### config.mk
export PLATFORM = sky130hd
export DESIGN_NAME = pc_trace_buffer_flat
export DESIGN_NICKNAME = d
export VERILOG_FILES = /design/src/rtl/pc_trace_buffer_if.sv /design/src/rtl/pc_trace_buffer.sv /design/src/flat_wrapper.sv
export SDC_FILE = /design/constraint.sdc
export NUM_CORES = 1
export LEC_CHECK = 0
export ABC_AREA = 0
export ABC_CLOCK_PERIOD_IN_PS = 7950
export CAP_MARGIN = 20
export CORE_ASPECT_RATIO = 0.5
export CORE_MARGIN = 10
export CORE_UTILIZATION = 41
export DETAILED_ROUTE_END_ITERATION = 8
export PLACE_DENSITY = 0.56
export SLEW_MARGIN = 15
export SYNTH_ARGS = -nofsm -noshare
export SYNTH_HDL_FRONTEND = slang
export SYNTH_SLANG_ARGS = --single-unit
### constraint.sdc
create_clock -name clk -period 7.95 [get_ports clk]
set_input_delay 1.59 -clock clk [delete_from_list [all_inputs] [get_ports clk]]
set_output_delay 1.59 -clock clk [all_outputs]
set_load 0.05 [all_outputs]
### src/rtl/pc_trace_buffer_if.sv
// -----------------------------------------------------------------------------
// pc_trace_buffer_if
// Bundles the retirement stream, the trigger/rearm controls and the readout
// port of pc_trace_buffer into one interface.
//   master : the side that drives retirements, trigger config and rd_idx
//            and observes the trace results (core wrapper, bench).
//   slave  : the trace buffer itself.
// Signals:
//   valid/pc/instr   retirement stream (one entry per valid cycle)
//   trig_en/trig_pc  PC-match trigger configuration
//   rearm            one-cycle pulse that restarts a frozen capture
//   rd_idx/rd_data   readout, index 0 = oldest entry, data {cycle, pc, instr}
//   count/done/timeout/trig_cycle  capture status
// -----------------------------------------------------------------------------
interface pc_trace_buffer_if #(
  parameter int XLEN  = 32,
  parameter int DEPTH = 16,
  parameter int CYC_W = 32
);
  localparam int AW = $clog2(DEPTH);
  localparam int DW = CYC_W + 2 * XLEN;

  logic            valid;
  logic [XLEN-1:0] pc;
  logic [XLEN-1:0] instr;
  logic            trig_en;
  logic [XLEN-1:0] trig_pc;
  logic            rearm;
  logic [AW-1:0]   rd_idx;
  logic [DW-1:0]   rd_data;
  logic [AW:0]     count;
  logic            done;
  logic            timeout;
  logic [CYC_W-1:0] trig_cycle;

  modport master (
    output valid, pc, instr, trig_en, trig_pc, rearm, rd_idx,
    input  rd_data, count, done, timeout, trig_cycle
  );

  modport slave (
    input  valid, pc, instr, trig_en, trig_pc, rearm, rd_idx,
    output rd_data, count, done, timeout, trig_cycle
  );
endinterface

### src/rtl/pc_trace_buffer.sv
// -----------------------------------------------------------------------------
// pc_trace_buffer
// Retirement-trace capture unit. Every retired instruction is stamped with a
// free-running cycle count and written into a circular buffer of DEPTH
// entries. A PC-match trigger (followed by POST_COUNT further entries) or a
// cycle-limit timeout freezes the buffer, which is then read oldest-first.
// Ports:
//   clk    clock
//   reset  asynchronous, active-high reset
//   bus    pc_trace_buffer_if slave modport (retire stream, trigger config,
//          rearm, readout and status; all outputs registered)
// -----------------------------------------------------------------------------
module pc_trace_buffer #(
  parameter int XLEN       = 32,
  parameter int DEPTH      = 16,
  parameter int CYC_W      = 32,
  parameter int POST_COUNT = 4,
  parameter int MAX_CYCLES = 10000
) (
  input  logic                 clk,
  input  logic                 reset,
  pc_trace_buffer_if.slave     bus
);
  localparam int AW = $clog2(DEPTH);
  localparam int DW = CYC_W + 2 * XLEN;

  localparam logic [CYC_W-1:0] CYC_LAST   = CYC_W'(MAX_CYCLES - 1);
  localparam logic [AW-1:0]    POST_INIT  = AW'(POST_COUNT);
  localparam logic [AW:0]      COUNT_FULL = (AW + 1)'(DEPTH);

  typedef enum logic [1:0] {
    ST_ARMED  = 2'd0,
    ST_POST   = 2'd1,
    ST_FROZEN = 2'd2
  } state_e;

  state_e           state_q,      state_d;
  logic [CYC_W-1:0] cyc_q,        cyc_d;
  logic [AW-1:0]    wr_ptr_q,     wr_ptr_d;
  logic [AW:0]      count_q,      count_d;
  logic [AW-1:0]    post_left_q,  post_left_d;
  logic             timeout_q,    timeout_d;
  logic [CYC_W-1:0] trig_cycle_q, trig_cycle_d;
  logic             done_q,       done_d;
  logic [DW-1:0]    rd_data_q,    rd_data_d;

  logic [DW-1:0]    mem_q [DEPTH];

  logic             capturing_s;
  logic             wr_en_s;
  logic             hit_s;
  logic             last_cyc_s;
  logic [AW-1:0]    wr_ptr_inc_s;
  logic [AW:0]      count_inc_s;
  logic [AW-1:0]    rd_addr_s;
  logic             rd_in_range_s;
  logic [DW-1:0]    wr_data_s;

  // Per-cycle capture decisions derived from the current state.
  always_comb begin
    capturing_s  = (state_q != ST_FROZEN);
    wr_en_s      = capturing_s && bus.valid;
    // Only ARMED reacts to a PC match; repeats during POST are ignored.
    hit_s        = (state_q == ST_ARMED) && bus.valid && bus.trig_en &&
                   (bus.pc == bus.trig_pc);
    last_cyc_s   = capturing_s && (cyc_q == CYC_LAST);
    wr_ptr_inc_s = wr_ptr_q + AW'(1);
    if (count_q == COUNT_FULL) begin
      count_inc_s = count_q;
    end else begin
      count_inc_s = count_q + (AW + 1)'(1);
    end
    wr_data_s    = {cyc_q, bus.pc, bus.instr};
    // Window of valid entries ends just before wr_ptr; with count==DEPTH
    // the low bits of count are zero and the window starts at wr_ptr.
    rd_addr_s     = wr_ptr_q - count_q[AW-1:0] + bus.rd_idx;
    rd_in_range_s = ({1'b0, bus.rd_idx} < count_q);
  end

  // Next-state and next-value logic for the capture controller and readout.
  always_comb begin
    state_d      = state_q;
    cyc_d        = cyc_q;
    wr_ptr_d     = wr_ptr_q;
    count_d      = count_q;
    post_left_d  = post_left_q;
    timeout_d    = timeout_q;
    trig_cycle_d = trig_cycle_q;

    case (state_q)
      ST_ARMED: begin
        cyc_d = cyc_q + CYC_W'(1);
        if (wr_en_s) begin
          wr_ptr_d = wr_ptr_inc_s;
          count_d  = count_inc_s;
        end else begin
          wr_ptr_d = wr_ptr_q;
          count_d  = count_q;
        end
        if (hit_s) begin
          trig_cycle_d = cyc_q;
          post_left_d  = POST_INIT;
          if (POST_COUNT == 0) begin
            state_d = ST_FROZEN;
          end else begin
            state_d = ST_POST;
          end
        end else begin
          state_d = ST_ARMED;
        end
        // Timeout wins over POST; a same-cycle trigger stamps the same cyc.
        if (last_cyc_s) begin
          state_d      = ST_FROZEN;
          timeout_d    = 1'b1;
          trig_cycle_d = cyc_q;
        end else begin
          timeout_d = timeout_q;
        end
      end

      ST_POST: begin
        cyc_d = cyc_q + CYC_W'(1);
        if (wr_en_s) begin
          wr_ptr_d    = wr_ptr_inc_s;
          count_d     = count_inc_s;
          post_left_d = post_left_q - AW'(1);
          // The write that consumes the last post slot freezes on this edge.
          if (post_left_q == AW'(1)) begin
            state_d = ST_FROZEN;
          end else begin
            state_d = ST_POST;
          end
        end else begin
          wr_ptr_d    = wr_ptr_q;
          count_d     = count_q;
          post_left_d = post_left_q;
          state_d     = ST_POST;
        end
        // trig_cycle already holds the trigger stamp and is kept.
        if (last_cyc_s) begin
          state_d   = ST_FROZEN;
          timeout_d = 1'b1;
        end else begin
          timeout_d = timeout_q;
        end
      end

      ST_FROZEN: begin
        if (bus.rearm) begin
          state_d      = ST_ARMED;
          cyc_d        = '0;
          wr_ptr_d     = '0;
          count_d      = '0;
          timeout_d    = 1'b0;
          trig_cycle_d = '0;
        end else begin
          state_d = ST_FROZEN;
        end
      end

      default: begin
        state_d = ST_ARMED;
      end
    endcase

    done_d = (state_d == ST_FROZEN);

    if (rd_in_range_s) begin
      rd_data_d = mem_q[rd_addr_s];
    end else begin
      rd_data_d = '0;
    end
  end

  // Controller, status and readout registers.
  always_ff @(posedge clk or posedge reset) begin
    if (reset) begin
      state_q      <= ST_ARMED;
      cyc_q        <= '0;
      wr_ptr_q     <= '0;
      count_q      <= '0;
      post_left_q  <= '0;
      timeout_q    <= 1'b0;
      trig_cycle_q <= '0;
      done_q       <= 1'b0;
      rd_data_q    <= '0;
    end else begin
      state_q      <= state_d;
      cyc_q        <= cyc_d;
      wr_ptr_q     <= wr_ptr_d;
      count_q      <= count_d;
      post_left_q  <= post_left_d;
      timeout_q    <= timeout_d;
      trig_cycle_q <= trig_cycle_d;
      done_q       <= done_d;
      rd_data_q    <= rd_data_d;
    end
  end

  // Trace storage; contents survive rearm and are never reset.
  always_ff @(posedge clk) begin
    if (wr_en_s && !reset) begin
      mem_q[wr_ptr_q] <= wr_data_s;
    end
  end

  assign bus.rd_data    = rd_data_q;
  assign bus.count      = count_q;
  assign bus.done       = done_q;
  assign bus.timeout    = timeout_q;
  assign bus.trig_cycle = trig_cycle_q;

endmodule
### src/flat_wrapper.sv
// flat-port wrapper written by rule: the top's interface ports become plain ports
module pc_trace_buffer_flat 
#(
  parameter int XLEN       = 32,
  parameter int DEPTH      = 16,
  parameter int CYC_W      = 32,
  parameter int POST_COUNT = 4,
  parameter int MAX_CYCLES = 10000
)
  (clk, reset, bus_valid, bus_pc, bus_instr, bus_trig_en, bus_trig_pc, bus_rearm, bus_rd_idx, bus_rd_data, bus_count, bus_done, bus_timeout, bus_trig_cycle);
  pc_trace_buffer_if #(.XLEN(XLEN), .DEPTH(DEPTH), .CYC_W(CYC_W)) bus_i ();
  input  logic clk;
  input  logic reset;
  input wire logic [$bits(bus_i.valid)-1:0] bus_valid;
  input wire logic [$bits(bus_i.pc)-1:0] bus_pc;
  input wire logic [$bits(bus_i.instr)-1:0] bus_instr;
  input wire logic [$bits(bus_i.trig_en)-1:0] bus_trig_en;
  input wire logic [$bits(bus_i.trig_pc)-1:0] bus_trig_pc;
  input wire logic [$bits(bus_i.rearm)-1:0] bus_rearm;
  input wire logic [$bits(bus_i.rd_idx)-1:0] bus_rd_idx;
  output wire logic [$bits(bus_i.rd_data)-1:0] bus_rd_data;
  output wire logic [$bits(bus_i.count)-1:0] bus_count;
  output wire logic [$bits(bus_i.done)-1:0] bus_done;
  output wire logic [$bits(bus_i.timeout)-1:0] bus_timeout;
  output wire logic [$bits(bus_i.trig_cycle)-1:0] bus_trig_cycle;
  assign bus_i.valid = bus_valid;
  assign bus_i.pc = bus_pc;
  assign bus_i.instr = bus_instr;
  assign bus_i.trig_en = bus_trig_en;
  assign bus_i.trig_pc = bus_trig_pc;
  assign bus_i.rearm = bus_rearm;
  assign bus_i.rd_idx = bus_rd_idx;
  assign bus_rd_data = bus_i.rd_data;
  assign bus_count = bus_i.count;
  assign bus_done = bus_i.done;
  assign bus_timeout = bus_i.timeout;
  assign bus_trig_cycle = bus_i.trig_cycle;
  pc_trace_buffer #(.XLEN(XLEN), .DEPTH(DEPTH), .CYC_W(CYC_W), .POST_COUNT(POST_COUNT), .MAX_CYCLES(MAX_CYCLES)) u_core (.clk(clk), .reset(reset), .bus(bus_i));
endmodule
==> impl_metrics.tcl <==
set metrics [dict create \
    drt.antenna.violating_nets 0 \
    drive_gt1_share_pct 20.4 \
    start_util_pct 41.4 \
    synth_seq_cells 1713 \
    fillCellCount 12900 \
    grt_pass1_vias 33100 \
    rows 103 \
    drt_iter0_markers 2882 \
    area_growth_pct 15.4 \
    cp-end-kind "flip-flop" \
    hold_buffers 0 \
    yosys-top-cells-area "edfxtp_1 70%, mux4_2 13%, dfrtp_1 6.8%" \
    tns_ns 0 \
    antenna_found_initial 5 \
    cts.clk_slew.worst_paths_ns 0.06 \
    synth_top_area_share_pct 70.3 \
    avgRoutedWirePerCell_um 28.8 \
    ctsResizeCount 0 \
    start_kind "input pin" \
    via_count 31400 \
    worstMarginPinSlew_ns 1.10 \
    drv_cap 0 \
    viasPerCell 5.67 \
    die_y_um 303 \
    vdd_drop_max_uv 1330 \
    fin_nets 3445 \
    synth_cell_type_count 53 \
    fp.dieW_um 586 \
    crit_fanout 98 \
    synth-main-ff-cell "edfxtp_1" \
    required_ns 8.55 \
    cts_inserted_buffers 155 \
    port_buffers 239 \
    async_reset_ff_share_pct 10.3 \
    cts_sinks 1713 \
    yosys_warnings 0 \
    drv_slew 0 \
    core-area_mm2 0.158 \
    hold-path-cell-count 1 \
    setup_violations 0 \
    cts_setup_buffers 0 \
    synth_cells 3027 \
    rsz0062_at_grt "false" \
    dieArea_mm2 0.177 \
    layout_min_cycle_time_ns 4.96 \
    yosysTopAreaCell "edfxtp_1" \
    synth_most_common_cell "edfxtp_1" \
    power.leakage_nw 24.6 \
    first_pass_iters 5 \
    grt_pass1_wl_um 232000 \
    insertion_delay_ns 0.78 \
    post-route-util_pct 47.8 \
    synth-edff-count 1536 \
    cts_tree "done" \
    track_usage_pct 17.9 \
    syn_area_mm2 0.0656 \
    power_density_mw_per_mm2 449 \
    totalWireLength_um 160000 \
    hold_violations 0 \
    hold_path_class "reg2reg" \
    drc 0 \
    skew_ns 0.0201 \
    worstSetupPathType "in2reg" \
    cts_root_buf "clkbuf_16" \
    htree_levels 4 \
    grt_max_degree 117 \
    arrival_ns 5.56 \
    synth_nets 3151 \
    fmax_mhz 202 \
    synthTopCellsByCount "1,536 x edfxtp_1, 384 x mux4_2, 193 x a211oi_1" \
    outcome "finished, final reports clean" \
    worstRegToRegCells 10 \
    hpwl_um 80500 \
    ys_seq_area_share_pct 77.1 \
    finalCritPeriodShare_pct 62.4 \
    pin_count 240 \
    grt.overflow.total 0 \
    syn_area_per_cell_um2 21.7 \
    slew_headroom_pct 26.4 \
    clockBufferDepth 3 \
    place.gp.congestion 0.759 \
]
[report_power, final]
group / switching [mW] / internal (mW)
registers: 0.481 / 10.7
logic: 9.11 / 6.33
clock network: 3.20 / 4.12
total: 12.8 / 21.2
[per-stage QoR]
step	power (mW)	hold WS [ns]	instance area, µm²	setup WS, ns	cells
global route	35.7	0.550	75700	2.80	5546
floorplan	22.9	0.489	65700	0.941	3027
finish	34.0	0.532	75700	2.99	5547
CTS	34.4	0.537	75600	3.00	5542
detailed placement	27.1	0.510	70700	2.17	5263
global placement	27.0	0.511	70700	2.17	5263
[placed cells by master (no fill, tap or decap), drive strengths merged, types with 16 or more instances in the layout]
cell,instances
mux2i,107
nand3,27
inv,23
nand2,42
nor2,30
clkdlybuf4s50,239
a211oi,193
clkbuf,220
xnor2,40
and3,31
edfxtp,1536
clkinv,46
a21o,29
ha,16
nand4,24
nor2b,100
buf,72
mux4,384
dfrtp,177
[per-layer routing]
layer	track usage [%]	vias up	wire [µm]
met3	3.14	204	8790
met4	4.67	0	3190
met5	0	-	0
met1	24.8	17200	69500
li1	-	13200	-
met2	29.5	876	78300
[critical path: stages]
cell and delay (ns):
clkdlybuf4s50_1 0.49, inv_1 0.06, fa_1 0.50, inv_1 0.07, fa_4 1.27, buf_12 0.50, mux4_2 0.41, nor2b_1 0.14
a211oi_1 0.24, a211oi_1 0.09
[worst paths after layout]
check	start	end	slack [ns]
setup / recovery	bus_rd_idx[1]	u_core.bus.rd_data[27]	2.99
min in group asynchronous	reset	u_core.bus.rd_data[2]	1.58
max in group asynchronous	reset	u_core.bus.rd_data[90]	4.87
hold / removal	u_core.bus.trig_cycle[13]	u_core.bus.trig_cycle[13]	0.53
setup reg to reg	u_core.wr_ptr_q[0]	u_core.bus.rd_data[27]	3.81
hold reg to reg	u_core.bus.trig_cycle[13]	u_core.bus.trig_cycle[13]	0.53
[logic make-up (layout without fill, tap and decap cells)]
kind of cell	count (synthesis)	after routing	synth area share, %
compound gates	267	267	3.01
xor+xnor	48	48	0.664
fa+ha+maj	19	19	0.397
buf+inv	197	613	1.54
flops	1713	1713	77.1
mux	491	491	14.8
other cells	0	4	0
simple gates	292	292	2.49
[cell type report]
| cell class | instances | area [µm²] | share of cell area (%) |
|---|---|---|---|
| antenna | 4 | 10.0 | 0.0132 |
| tap | 2100 | 2630 | 3.47 |
| timing repair buffer | 311 | 3260 | 4.31 |
| clock inverter | 59 | 488 | 0.645 |
| sequential | 1713 | 50600 | 66.8 |
| clock buffer | 220 | 4420 | 5.84 |
| multi-input combinational | 1117 | 14200 | 18.8 |
| inverter | 23 | 90.1 | 0.119 |
[registers in the layout, summed over array words and instances, names as in the netlist]
| name | cells |
|---|---|
| u_core.bus.count | 5 |
| u_core.bus.done | 1 |
| u_core.bus.rd_data | 96 |
| u_core.bus.timeout | 1 |
| u_core.bus.trig_cycle | 32 |
| u_core.cyc_q | 32 |
| u_core.mem_q | 1536 |
| u_core.post_left_q | 4 |
| u_core.state_q | 2 |
| u_core.wr_ptr_q | 4 |
No activity file was read; power rests on OpenSTA's default activity.
